===== src/rtl/lmsm_sequencer.sv =====
// lmsm_sequencer: walks a register mask for LM/SM (and LA/SA) one register per
// step, emitting register index, memory address, store flag and last flag.
// Holds IF/ID while running and pulses done for one cycle on completion.
// Optional feature macro: LMSM_ALL_MODE_EN (LA/SA select all NREG registers).
module lmsm_sequencer #(
  parameter int ADDR_W = 16,
  parameter int NREG   = 8
) (
  input  logic              clk,
  input  logic              rst_n,
  input  logic              start,
  input  logic [1:0]        op,
  input  logic [NREG-1:0]   mask,
  input  logic [ADDR_W-1:0] base,
  input  logic              advance,
  input  logic              flush,
  output logic              busy,
  output logic              hold,
  output logic              step_valid,
  output logic [2:0]        step_reg,
  output logic [ADDR_W-1:0] step_addr,
  output logic              step_store,
  output logic              step_last,
  output logic              done
);

  typedef enum logic [1:0] {S_IDLE, S_RUN, S_DONE} state_t;

  state_t              state_q, state_d;
  logic [NREG-1:0]     mask_q, mask_d;
  logic [ADDR_W-1:0]   base_q, base_d;
  logic [ADDR_W-1:0]   cnt_q, cnt_d;
  logic                store_q, store_d;
  logic [NREG-1:0]     mask_eff;
  logic [NREG-1:0]     mask_rest;

`ifdef LMSM_ALL_MODE_EN
  // LA/SA override the supplied mask with every register
  always_comb begin
    mask_eff = op[1] ? {NREG{1'b1}} : mask;
  end
`else
  // op[1] has no meaning without the all-register mode
  logic unused_op_hi;
  assign unused_op_hi = op[1];

  // the supplied mask is always used as-is
  always_comb begin
    mask_eff = mask;
  end
`endif

  // remaining mask once the lowest set bit has been consumed
  always_comb begin
    mask_rest = mask_q & (mask_q - NREG'(1));
  end

  // state, latched operation and step counter registers
  always_ff @(posedge clk or negedge rst_n) begin
    if (!rst_n) begin
      state_q <= S_IDLE;
      mask_q  <= '0;
      base_q  <= '0;
      cnt_q   <= '0;
      store_q <= 1'b0;
    end else begin
      state_q <= state_d;
      mask_q  <= mask_d;
      base_q  <= base_d;
      cnt_q   <= cnt_d;
      store_q <= store_d;
    end
  end

  // next-state logic: accept in IDLE, consume one bit per advance in RUN
  always_comb begin
    state_d = state_q;
    mask_d  = mask_q;
    base_d  = base_q;
    cnt_d   = cnt_q;
    store_d = store_q;
    case (state_q)
      S_IDLE: begin
        if (start && !flush) begin
          mask_d  = mask_eff;
          base_d  = base;
          cnt_d   = '0;
          store_d = op[0];
          state_d = (mask_eff != '0) ? S_RUN : S_DONE;
        end
      end
      S_RUN: begin
        if (flush) begin
          state_d = S_IDLE;
        end else if (advance) begin
          mask_d = mask_rest;
          cnt_d  = cnt_q + ADDR_W'(1);
          if (mask_rest == '0) state_d = S_DONE;
        end
      end
      S_DONE: begin
        state_d = S_IDLE;
      end
      default: begin
        state_d = S_IDLE;
      end
    endcase
  end

  // outputs: step fields come from registered state only; hold also sees start
  always_comb begin
    busy       = (state_q != S_IDLE);
    hold       = (state_q == S_RUN) ||
                 ((state_q == S_IDLE) && start && (mask_eff != '0) && !flush);
    step_valid = (state_q == S_RUN);
    step_reg   = 3'd0;
    if (state_q == S_RUN) begin
      for (int i = NREG - 1; i >= 0; i--) begin
        if (mask_q[i]) step_reg = 3'(i);
      end
    end
    step_addr  = (state_q == S_RUN) ? (base_q + cnt_q) : '0;
    step_store = (state_q == S_RUN) && store_q;
    step_last  = (state_q == S_RUN) && (mask_rest == '0);
    done       = (state_q == S_DONE);
  end

endmodule


===== config.mk =====
export PLATFORM = sky130hd
export DESIGN_NAME = lmsm_sequencer
export DESIGN_NICKNAME = d
export VERILOG_FILES = /design/src/rtl/lmsm_sequencer.sv
export SDC_FILE = /design/constraint.sdc
export NUM_CORES = 1
export LEC_CHECK = 0
export BUFFER_PORTS_ARGS = -buffer_cell sky130_fd_sc_hd__buf_4
export CORE_ASPECT_RATIO = 1.75
export CORE_MARGIN = 5
export CORE_UTILIZATION = 32
export DETAILED_ROUTE_END_ITERATION = 10
export PLACE_DENSITY = 0.49
export RECOVER_POWER = 100
export SYNTH_ARGS = -nofsm -noshare
export SYNTH_HDL_FRONTEND = slang
export SYNTH_SLANG_ARGS = --single-unit

===== constraint.sdc =====
create_clock -name clk -period 2.65 [get_ports clk]
set_input_delay 0.1325 -clock clk [delete_from_list [all_inputs] [get_ports clk]]
set_output_delay 0.1325 -clock clk [all_outputs]
set_load 0.05 [all_outputs]

==> summary.txt, run 1 <==
Status
  • Status: finished, final reports clean

Global routing
  • GRT met2 Usage: 0.292
  • Grt peak-use layer: met2
  • GR Overflow Total: 0
  • First-pass GRT wire length: roughly 14,000 um
  • Vias in the first global route: 2,799
  • Global-route total usage across every layer: 0.158
  • Met1 usage: 0.170
  • Initial antenna violation count: 0
  • Pin count of the biggest net entering global routing: 44
  • GR met3 Demand/Resource: 0.0329

Power and ir drop
  • Pwr Density: 782 nW/um^2
  • Switching part of the total: 0.409
  • Internal: around 0.0018 W
  • Clk pwr share: 0.247
  • Max VDD drop: 0.347 mV
  • Leakage: 1.64 nW
  • Flop pwr share: 0.315
  • NetSw: 0.00121 W
  • Comb pwr share: 0.438

Die
  • Die ar.: 11,300 um^2
  • Core area: 9040 um^2
  • Initial Util: 0.326
  • # IOs: 56
  • Die H: 137 um
  • Die Span X: 82.5 um
  • Cell row count: 46

CTS
  • H-tree lvl count: 2
  • TritonCTS buffer count: 5
  • Clk sinks: between 40 and 50
  • Clock Latency Late Sink: 0.29 ns
  • CTS tree: done
  • Worst-path clk slew: 0.06 ns
  • Clock buffer depth: 2
  • CTS root buffer: clkbuf_16

Final layout
  • Seq. cell area: approximately 1100 um^2
  • Fillers: 938
  • Final net count: 434
  • Cell Count, Final, Fillers Out: between 500 and 600
  • Leading cell types in the layout, fill and taps excluded: buf_4 (49), dfrtp_1 (40), nand2_1 (33), a21oi_1 (24), o21ai_0 (21)
  • Area of the multi-input gates: 1870 um^2
  • Util after Layout: 0.419
  • Commonest non-fill, non-tap cell in the layout: buf_4
  • N_diodes: 0
  • P&R area growth vs syn: 28.6%
  • Layout cells sized above 1: 0.295

Timing
  • Final Max Slew Viols: 0
  • Final WS setup: about 0.075 ns
  • Slew Limit Headroom: 0.228
  • Max Freq: between 300 and 400 MHz
  • Final TNS setup: 0 ns
  • Worst Tran Pin Value: 1.16 ns
  • Clock Skew: 0.00694 ns
  • Final hold violation count: 0
  • Final setup fails: 0
  • Tmin final: 2.57 ns
  • Final cycle utilization of the critical path: 0.972

Placed design
  • IO Port Bufs: between 50 and 60
  • Final GP Congestion: around 0.85
  • DP Wirelength: 6160 um
  • Setup WS pre-CTS: ~0.10 ns
  • Dpl cells: between 400 and 500

Routing
  • First-pass iteration count of the detailed router: 4
  • Routed len/inst: 16.3 um
  • DRT iter0 DRCs: 112
  • Vias per cell: around 5.2
  • Antenna Nets Post-Route: 0
  • # DRC: 0
  • DR vias: ~2,600
  • WL final: 8240 um

Yosys
  • Seq/Total Area, Yosys: 0.365
  • Syn_area_per_cell: 9.12 um^2
  • EDFF count, synth: 0
  • Cells after Synth: 323
  • Asr flop ratio synth: 1.00
  • Number of synthesized register bits: 43
  • Distinct cells, synth: 57
  • Main flop type after synthesis: dfrtp_1
  • Synthesis warning total: 0
  • Area contributors post-synth: dfrtp_1 (37%), mux2_2 (6.9%), ha_1 (6.8%), a21oi_1 (4.4%), nand2_1 (4.2%)
  • Netlist Area Pre-Place: 2950 um^2
  • Yosys top cell area share: 0.365
  • Synth area leader: dfrtp_1
  • Net Count, Synth: between 300 and 400

Worst setup path
  • WP data arrival: 2.44 ns
  • Worst reg-to-reg setup slack: 0.28 ns
  • CP Capture Type: output pin
  • RR Startpoint: state_q[1]$_DFFE_PN0P_
  • CP Class: flip-flop to output pin
  • RR Endpoint: base_q[11]$_DFFE_PN0P_
  • Critical Path Start Type: flip-flop
  • Cells along the critical path: ha_1, fa_2, a21oi_4, o21ai_1, nand2_1, a2bb2oi_2, mux2i_2, buf_6
  • Max incr delay on CP: 0.40 ns
  • Reg2reg path depth: 3
  • Worst Path Max Fanout: 4
  • WP data required: around 2.5 ns
  • Slowest CP cell: fa_2

Job
  • Max-cap violations: 0

Hold path
  • Hold Startpoint: mask[0]
  • WHS Path Cells: 3
  • Hold endpoint: mask_q[0]$_DFFE_PN0P_
  • Worst min-delay path class: input port to flip-flop
==> worst max-delay path, delay by kind of cell, from the launching register on <==
kind                     cells  cell delay, ns
buffers and inverters        1            0.18
multiplexers                 1            0.24
flip-flops                   1            0.38
AND/OR/NAND/NOR              1            0.18
AO/OA/AOI/OAI                3            0.53
adder cells (fa/ha/maj)      2            0.65
==> power groups by stage <==
stage | combinational, W | clock (W) | sequential [W]
floorplan | 0.000980 | 0 | 0.000880
global placement | 0.00129 | 0 | 0.000939
detailed placement | 0.00131 | 0 | 0.000942
CTS | 0.00132 | 0.000758 | 0.000929
global route | 0.00142 | 0.000782 | 0.000952
finish | 0.00130 | 0.000733 | 0.000932
==> logic make-up after synthesis <==
group | share of synthesized area
AND/OR/NAND/NOR | 0.218
multiplexers | 0.0824
flip-flops | 0.365
AO/OA/AOI/OAI | 0.187
XOR/XNOR | 0.0357
buffers and inverters | 0.0331
adder cells (fa/ha/maj) | 0.0786
==> cell type report <==
cell class | instances | area share
well taps | 120 | 0.0396
clock buffers | 6 | 0.0366
flip-flops and latches | 43 | 0.285
inverters | 9 | 0.00891
clock inverters | 2 | 0.00924
multi-input cells | 258 | 0.494
repair buffers | 69 | 0.127
==> synth_stat cells, types with 5 or more instances <==
cell	instances
dfrtp_1	43
nand2_1	33
a21oi_1	26
o21ai_0	22
nor2_1	20
mux2_2	18
ha_1	16
nand3_1	12
nor3_1	11
inv_1	8
nand4_1	7
xor2_1	7
a22o_1	6
nor4_1	6
or3_1	6
and2_1	5
buf_2	5
nand2b_1	5
xnor2_1	5
==> what timing repair did <==
| item | in CTS | in global routing |
|---|---|---|
| gates resized for setup | 4 | 14 |
| pin swaps | 2 | 4 |
| endpoints found under the hold margin | 43 | 0 |
| hold buffers | 1 | 0 |
| buffers inserted | 1 | 4 |
| endpoints found under the setup margin | 5 | 8 |
==> worst max path at each step <==
stage          cells past startpoint                  start             to
3_5_place_dp                       8  base_q[0]$_DFFE_PN0P_  step_addr[12]
3_3_place_gp                       8  base_q[0]$_DFFE_PN0P_  step_addr[12]
6_report                           8  base_q[0]$_DFFE_PN0P_  step_addr[12]
2_1_floorplan                      6   cnt_q[4]$_DFFE_PN0P_  step_addr[13]
4_1_cts                            8  base_q[0]$_DFFE_PN0P_  step_addr[12]
5_1_grt                            8  base_q[0]$_DFFE_PN0P_  step_addr[12]
==> per-stage QoR <==
stage / cell area, um^2 / power, W / hold slack, ns
floorplan: 2970 / 0.00186 / -0.163
global placement: 3550 / 0.00223 / 0.175
detailed placement: 3550 / 0.00225 / 0.181
CTS: 3760 / 0.00301 / 0.0612
global route: 3790 / 0.00316 / 0.0648
finish: 3790 / 0.00296 / 0.0688
==> routing by layer <==
layer / share of wire / up-vias
li1: - / 1320
met1: 0.38 / 1262
met2: 0.56 / 51
met3: 0.036 / 11
met4: 0.023 / 0
met5: 0 / -
==> sequential cells by signal (all words and copies together), names as in the netlist <==
signal   cells
base_q      16
cnt_q       16
mask_q       8
state_q      2
store_q      1
Note: power is estimated with default switching activity, not from simulation.
==> run 2: changes to the inputs <==
CELL_PAD_IN_SITES_DETAIL_PLACEMENT = 1   (was unset)
CELL_PAD_IN_SITES_GLOBAL_PLACEMENT = 2   (was unset)
CORE_UTILIZATION = 34   (was 32)
PLACE_DENSITY = 0.78   (was 0.49)
==> run 2 against run 1 <==
  * Clock power is 19% lower
  * Wire length is 5.1% higher
  * First-iteration DRC count is 32% lower
  * Combinational power hardly changed
  * Sequential share of layout area is 0.29 points higher
  * Clock-buffer cell count is 1 higher
  * Fmax is 1.8% higher
  * Global-route usage is 1.2 points higher
  * Critical path type unchanged
  * Largest cell class unchanged
==> summary.txt, run 2 (synthesis results as in run 1) <==
Status
  • Status: finished, final reports clean

Hold path
  • WHS Path Cells: 3
  • Worst min-delay path class: input port to flip-flop
  • Hold endpoint: mask_q[0]$_DFFE_PN0P_
  • Hold Startpoint: mask[0]

Final layout
  • Largest regs: base_q: 16 flops, cnt_q: 16 flops, mask_q: 8 flops
  • Area of the multi-input gates: 1880 um^2
  • Seq. cell area: ~1100 um^2
  • Cell Count, Final, Fillers Out: 502
  • Leading cell types in the layout, fill and taps excluded: buf_4 (49), dfrtp_1 (43), nand2_1 (32), a21oi_1 (24)
  • Final net count: roughly 430
  • P&R area growth vs syn: 26.9%
  • N_diodes: 0
  • Commonest non-fill, non-tap cell in the layout: buf_4
  • Fillers: roughly 1,000
  • Layout cells sized above 1: 0.286

Timing
  • Unrepaired setup endpoints after global routing: false
  • Hold slack: 0.0630 ns
  • Slew Limit Headroom: 0.254
  • Final setup fails: 0
  • Tmin final: 2.53 ns
  • Final hold violation count: 0
  • Max Freq: 395 MHz
  • Final TNS setup: 0 ns
  • Final Max Slew Viols: 0
  • Clock Skew: 0.00413 ns
  • Worst Tran Pin Value: around 1.1 ns
  • Final cycle utilization of the critical path: 0.955

Global routing
  • GR Overflow Total: 0
  • First-pass GRT wire length: 14,300 um
  • Vias in the first global route: 2,949
  • Pin count of the biggest net entering global routing: 44
  • Initial antenna violation count: 0
  • Global-route total usage across every layer: 0.170

Die
  • Die H: ~130 um
  • # IOs: 56
  • Initial Util: 0.344
  • Die ar.: 10,700 um^2
  • Cell row count: 45
  • Die Span X: 80.4 um
  • Core area: 8560 um^2

Worst setup path
  • RR Endpoint: cnt_q[9]$_DFFE_PN0P_
  • WP data arrival: 2.40 ns
  • RR Startpoint: state_q[0]$_DFFE_PN0P_
  • Critical Path Start Type: flip-flop
  • Worst reg-to-reg setup slack: 0.47 ns
  • WP data required: 2.52 ns
  • CP Class: flip-flop to output pin
  • Reg2reg path depth: 5
  • Worst Path Max Fanout: 6
  • CP Capture Type: output pin

CTS
  • TritonCTS buffer count: 5
  • Clock Latency Late Sink: 0.28 ns
  • CTS tree: done
  • H-tree lvl count: 2
  • Clk sinks: 43
  • Worst-path clk slew: 0.06 ns
  • Clock buffer depth: 2
  • CTS root buffer: clkbuf_16

Placed design
  • IO Port Bufs: 54
  • Dpl cells: 491
  • Final GP Congestion: slightly above 0.8
  • DP Wirelength: roughly 6600 um

Power and ir drop
  • Pwr Density: about 760 nW/um^2
  • Leakage: 1.61 nW
  • Max VDD drop: 0.383 mV

Job
  • Max-cap violations: 0

Routing
  • # DRC: 0
  • Vias per cell: ~5.5
  • Antenna Nets Post-Route: 0
  • DRT iter0 DRCs: 76
  • Routed len/inst: about 17 um
  • WL final: 8660 um
  • DR vias: 2,736
  • First-pass iteration count of the detailed router: 4
## run 2: metrics by stage
stage	setup WS (ns)	power, W	cell area (um^2)	utilization
finish	0.120	0.00286	3740	0.437
global route	0.00825	0.00305	3740	0.437
CTS	0.0103	0.00290	3730	0.436
global placement	0.129	0.00224	3540	0.414
floorplan	0.166	0.00186	2970	-
detailed placement	0.0870	0.00227	3540	0.414
## run 2: worst max-delay path, stage by stage (launching register included)
cell and delay (ns):
dfrtp_1 0.47, ha_1 0.45, and4_1 0.31, nand2b_1 0.08
nor3_1 0.31, nor4_1 0.10, nor3_2 0.18, buf_4 0.22
## run 2: worst max-delay path by stage
| stage | from | cells past startpoint | slack (ns) | to |
|---|---|---|---|---|
| global placement | cnt_q[4]$_DFFE_PN0P_ | 7 | 0.13 | step_addr[13] |
| CTS | base_q[0]$_DFFE_PN0P_ | 8 | 0.01 | step_addr[12] |
| finish | cnt_q[7]$_DFFE_PN0P_ | 7 | 0.12 | step_addr[14] |
| detailed placement | cnt_q[4]$_DFFE_PN0P_ | 7 | 0.09 | step_addr[13] |
| floorplan | cnt_q[4]$_DFFE_PN0P_ | 6 | 0.17 | step_addr[13] |
| global route | cnt_q[7]$_DFFE_PN0P_ | 7 | 0.008 | step_addr[14] |
## run 2: final cells by class
| class | instances | area share |
|---|---|---|
| inverters | 9 | 0.00904 |
| flip-flops and latches | 43 | 0.288 |
| repair buffers | 67 | 0.123 |
| multi-input cells | 258 | 0.504 |
| well taps | 117 | 0.0392 |
| clock inverters | 1 | 0.00134 |
| clock buffers | 7 | 0.0355 |
## run 2: repair_timing
action                     CTS  global route
resized for setup            6            11
hold endpoints to repair    43             0
setup buffers                1             1
pin swaps                    2             3
setup endpoints to repair    7             9
cloned                       0             0
hold buffers                 1             0
## run 2: routing by layer
metal	global-route usage	share of wire
met1	0.184	0.38
met2	0.321	0.57
met3	0.0271	0.029
met4	0.0602	0.022
met5	0	0
## run 2: power by group
group	switching, W	internal, W	total, W
logic	0.000828	0.000504	0.00133
clock network	0.000247	0.000348	0.000595
registers	0.000143	0.000787	0.000930
==> run 3: changes to the inputs <==
CORE_UTILIZATION = 36   (was 34)
GPL_TIMING_DRIVEN = 0   (was unset)
PLACE_DENSITY = 0.82   (was 0.78)
clock period = 2.92 ns   (was 2.65 ns; I/O delays follow)
==> run 3 against run 2 <==
  * Combinational power shrank 12%
  * Sequential power fell by 11%
  * Total power down 6.9%
  * Critical path depth grew 1
  * Die area shrank 5.0%
  * Clock skew rose by 0.0021 ns
  * Global-route usage rose by 2.2 points
  * Setup slack better by 0.036 ns
  * First-iteration DRC count down 6.6%
  * Critical endpoint is now step_addr[12]
==> summary.txt, run 3 (synthesis results as in run 1) <==
Status
  • Status: finished, final reports clean

Routing
  • Antenna Nets Post-Route: 0
  • DR vias: about 2,700
  • # DRC: 0
  • DRT iter0 DRCs: 71
  • Vias per cell: 5.71
  • WL final: 9060 um
  • Routed len/inst: around 19 um
  • First-pass iteration count of the detailed router: 5

Timing
  • Final hold violation count: 0
  • Tmin final: around 2.8 ns
  • Clock Skew: 0.00619 ns
  • Final TNS setup: 0 ns
  • Worst Tran Pin Value: around 1.1 ns
  • Final setup fails: 0
  • Unrepaired setup endpoints after global routing: true
  • Final cycle utilization of the critical path: 0.947
  • Slew Limit Headroom: 0.241
  • Final Max Slew Viols: 0
  • Hold slack: 0.0771 ns
  • Max Freq: 362 MHz

Global routing
  • Initial antenna violation count: 0
  • Global-route total usage across every layer: 0.192
  • Pin count of the biggest net entering global routing: 44
  • First-pass GRT wire length: 15,000 um
  • GR Overflow Total: 0
  • Vias in the first global route: 2,991

CTS
  • CTS root buffer: clkbuf_16
  • TritonCTS buffer count: 5
  • CTS tree: done
  • Clk sinks: 43
  • H-tree lvl count: 2
  • Worst-path clk slew: 0.06 ns
  • Clock buffer depth: 2
  • Clock Latency Late Sink: 0.29 ns

Power and ir drop
  • Clk pwr share: 0.250
  • Comb pwr share: 0.440
  • Leakage: 1.62 nW
  • Switching part of the total: 0.413
  • Pwr Density: 732 nW/um^2
  • NetSw: 0.00110 W
  • Flop pwr share: 0.310
  • Max VDD drop: 0.368 mV
  • Internal: 0.00156 W

Die
  • Die ar.: 10,200 um^2
  • Initial Util: 0.370
  • Core area: 7960 um^2
  • Die H: between 100 and 150 um
  • Cell row count: 43
  • Die Span X: roughly 78 um
  • # IOs: 56

Placed design
  • IO Port Bufs: 54
  • Final GP Congestion: 0.826
  • DP Wirelength: roughly 7000 um

Worst setup path
  • Critical Path Start Type: flip-flop
  • WP data arrival: 2.62 ns
  • CP Capture Type: output pin
  • WP data required: 2.77 ns
  • CP Class: flip-flop to output pin
  • Worst Path Max Fanout: 5

Final layout
  • Final net count: 435
  • N_diodes: 0
  • Largest regs: base_q: 16 flops, cnt_q: 16 flops, mask_q: 8 flops
  • Layout cells sized above 1: 0.242
  • Commonest non-fill, non-tap cell in the layout: buf_4
  • Leading cell types in the layout, fill and taps excluded: buf_4 (45), dfrtp_1 (43), nand2_1 (33), a21oi_1 (25), o21ai_0 (22)
  • P&R area growth vs syn: 23.4%

Hold path
  • Worst min-delay path class: input port to flip-flop

Job
  • Max-cap violations: 0
-- run 3: cell count changes in the layout (fill, tap and decap cells not counted), sizes merged --
| cell | change |
|---|---|
| buf | -2 |
| clkbuf | +4 |
| bufinv | +1 |
-- run 3: worst paths after layout --
path	from	to	slack [ns]	cells past startpoint
worst max-delay path	cnt_q[0]$_DFFE_PN0P_	step_addr[12]	0.16	8
worst min-delay path	mask[0]	mask_q[0]$_DFFE_PN0P_	0.08	3
worst max register to register	state_q[0]$_DFFE_PN0P_	cnt_q[7]$_DFFE_PN0P_	0.35	4
worst min register to register	store_q$_DFFE_PN0P_	store_q$_DFFE_PN0P_	0.50	1
max in group asynchronous	rst_n	base_q[15]$_DFFE_PN0P_	1.61	2
min in group asynchronous	rst_n	state_q[0]$_DFFE_PN0P_	0.61	2
-- run 3: layer usage --
layer	track usage	wire (um)
met1	0.196	3330
met2	0.381	5330
met3	0.0334	275
met4	0.0731	125
met5	0	0
-- run 3: stage by stage --
| step | cells | cell area, um^2 | worst slack [ns] | util | power, W |
|---|---|---|---|---|---|
| finish | 478 | 3640 | 0.156 | 0.457 | 0.00266 |
| global route | 478 | 3640 | -0.0390 | 0.457 | 0.00284 |
| CTS | 476 | 3650 | 0.0221 | 0.459 | 0.00274 |
| detailed placement | 467 | 3460 | 0.181 | 0.435 | 0.00205 |
| global placement | 467 | 3460 | 0.251 | 0.435 | 0.00202 |
| floorplan | 323 | 2950 | 0.0107 | - | 0.00168 |
-- run 3: layout make-up --
cell class / count / area, um^2
sequential: 43 / 1080
timing repair buffer: 57 / 397
multi-input combinational: 258 / 1780
clock buffer: 6 / 139
inverter: 9 / 33.8
clock inverter: 2 / 35.0
fill: 969 / 4330
tap: 90 / 113
buffer: 13 / 60.1
-- run 3: worst max-delay path, cell delays in order, from the launching register on --
cell,delay (ns)
dfrtp_1,0.44
ha_1,0.25
fa_1,0.43
a21oi_2,0.23
o21ai_0,0.15
nand2_1,0.15
a2bb2oi_1,0.22
mux2i_1,0.24
buf_4,0.23
-- run 3: what timing repair did --
| item | 4_1_cts | 5_1_grt |
|---|---|---|
| cloned | 0 | 0 |
| endpoints found under the setup margin | 2 | 7 |
| gates resized for setup | 1 | 3 |
| hold buffers | 1 | 0 |
| setup buffers | 0 | 2 |
| pin swaps | 0 | 1 |
| endpoints found under the hold margin | 43 | 0 |
-- run 3: power by group through the flow --
stage	logic [W]	clock network, W	registers (W)
floorplan	0.000878	0	0.000798
global placement	0.00119	0	0.000831
detailed placement	0.00122	0	0.000840
CTS	0.00122	0.000684	0.000828
global route	0.00129	0.000711	0.000844
finish	0.00117	0.000664	0.000826
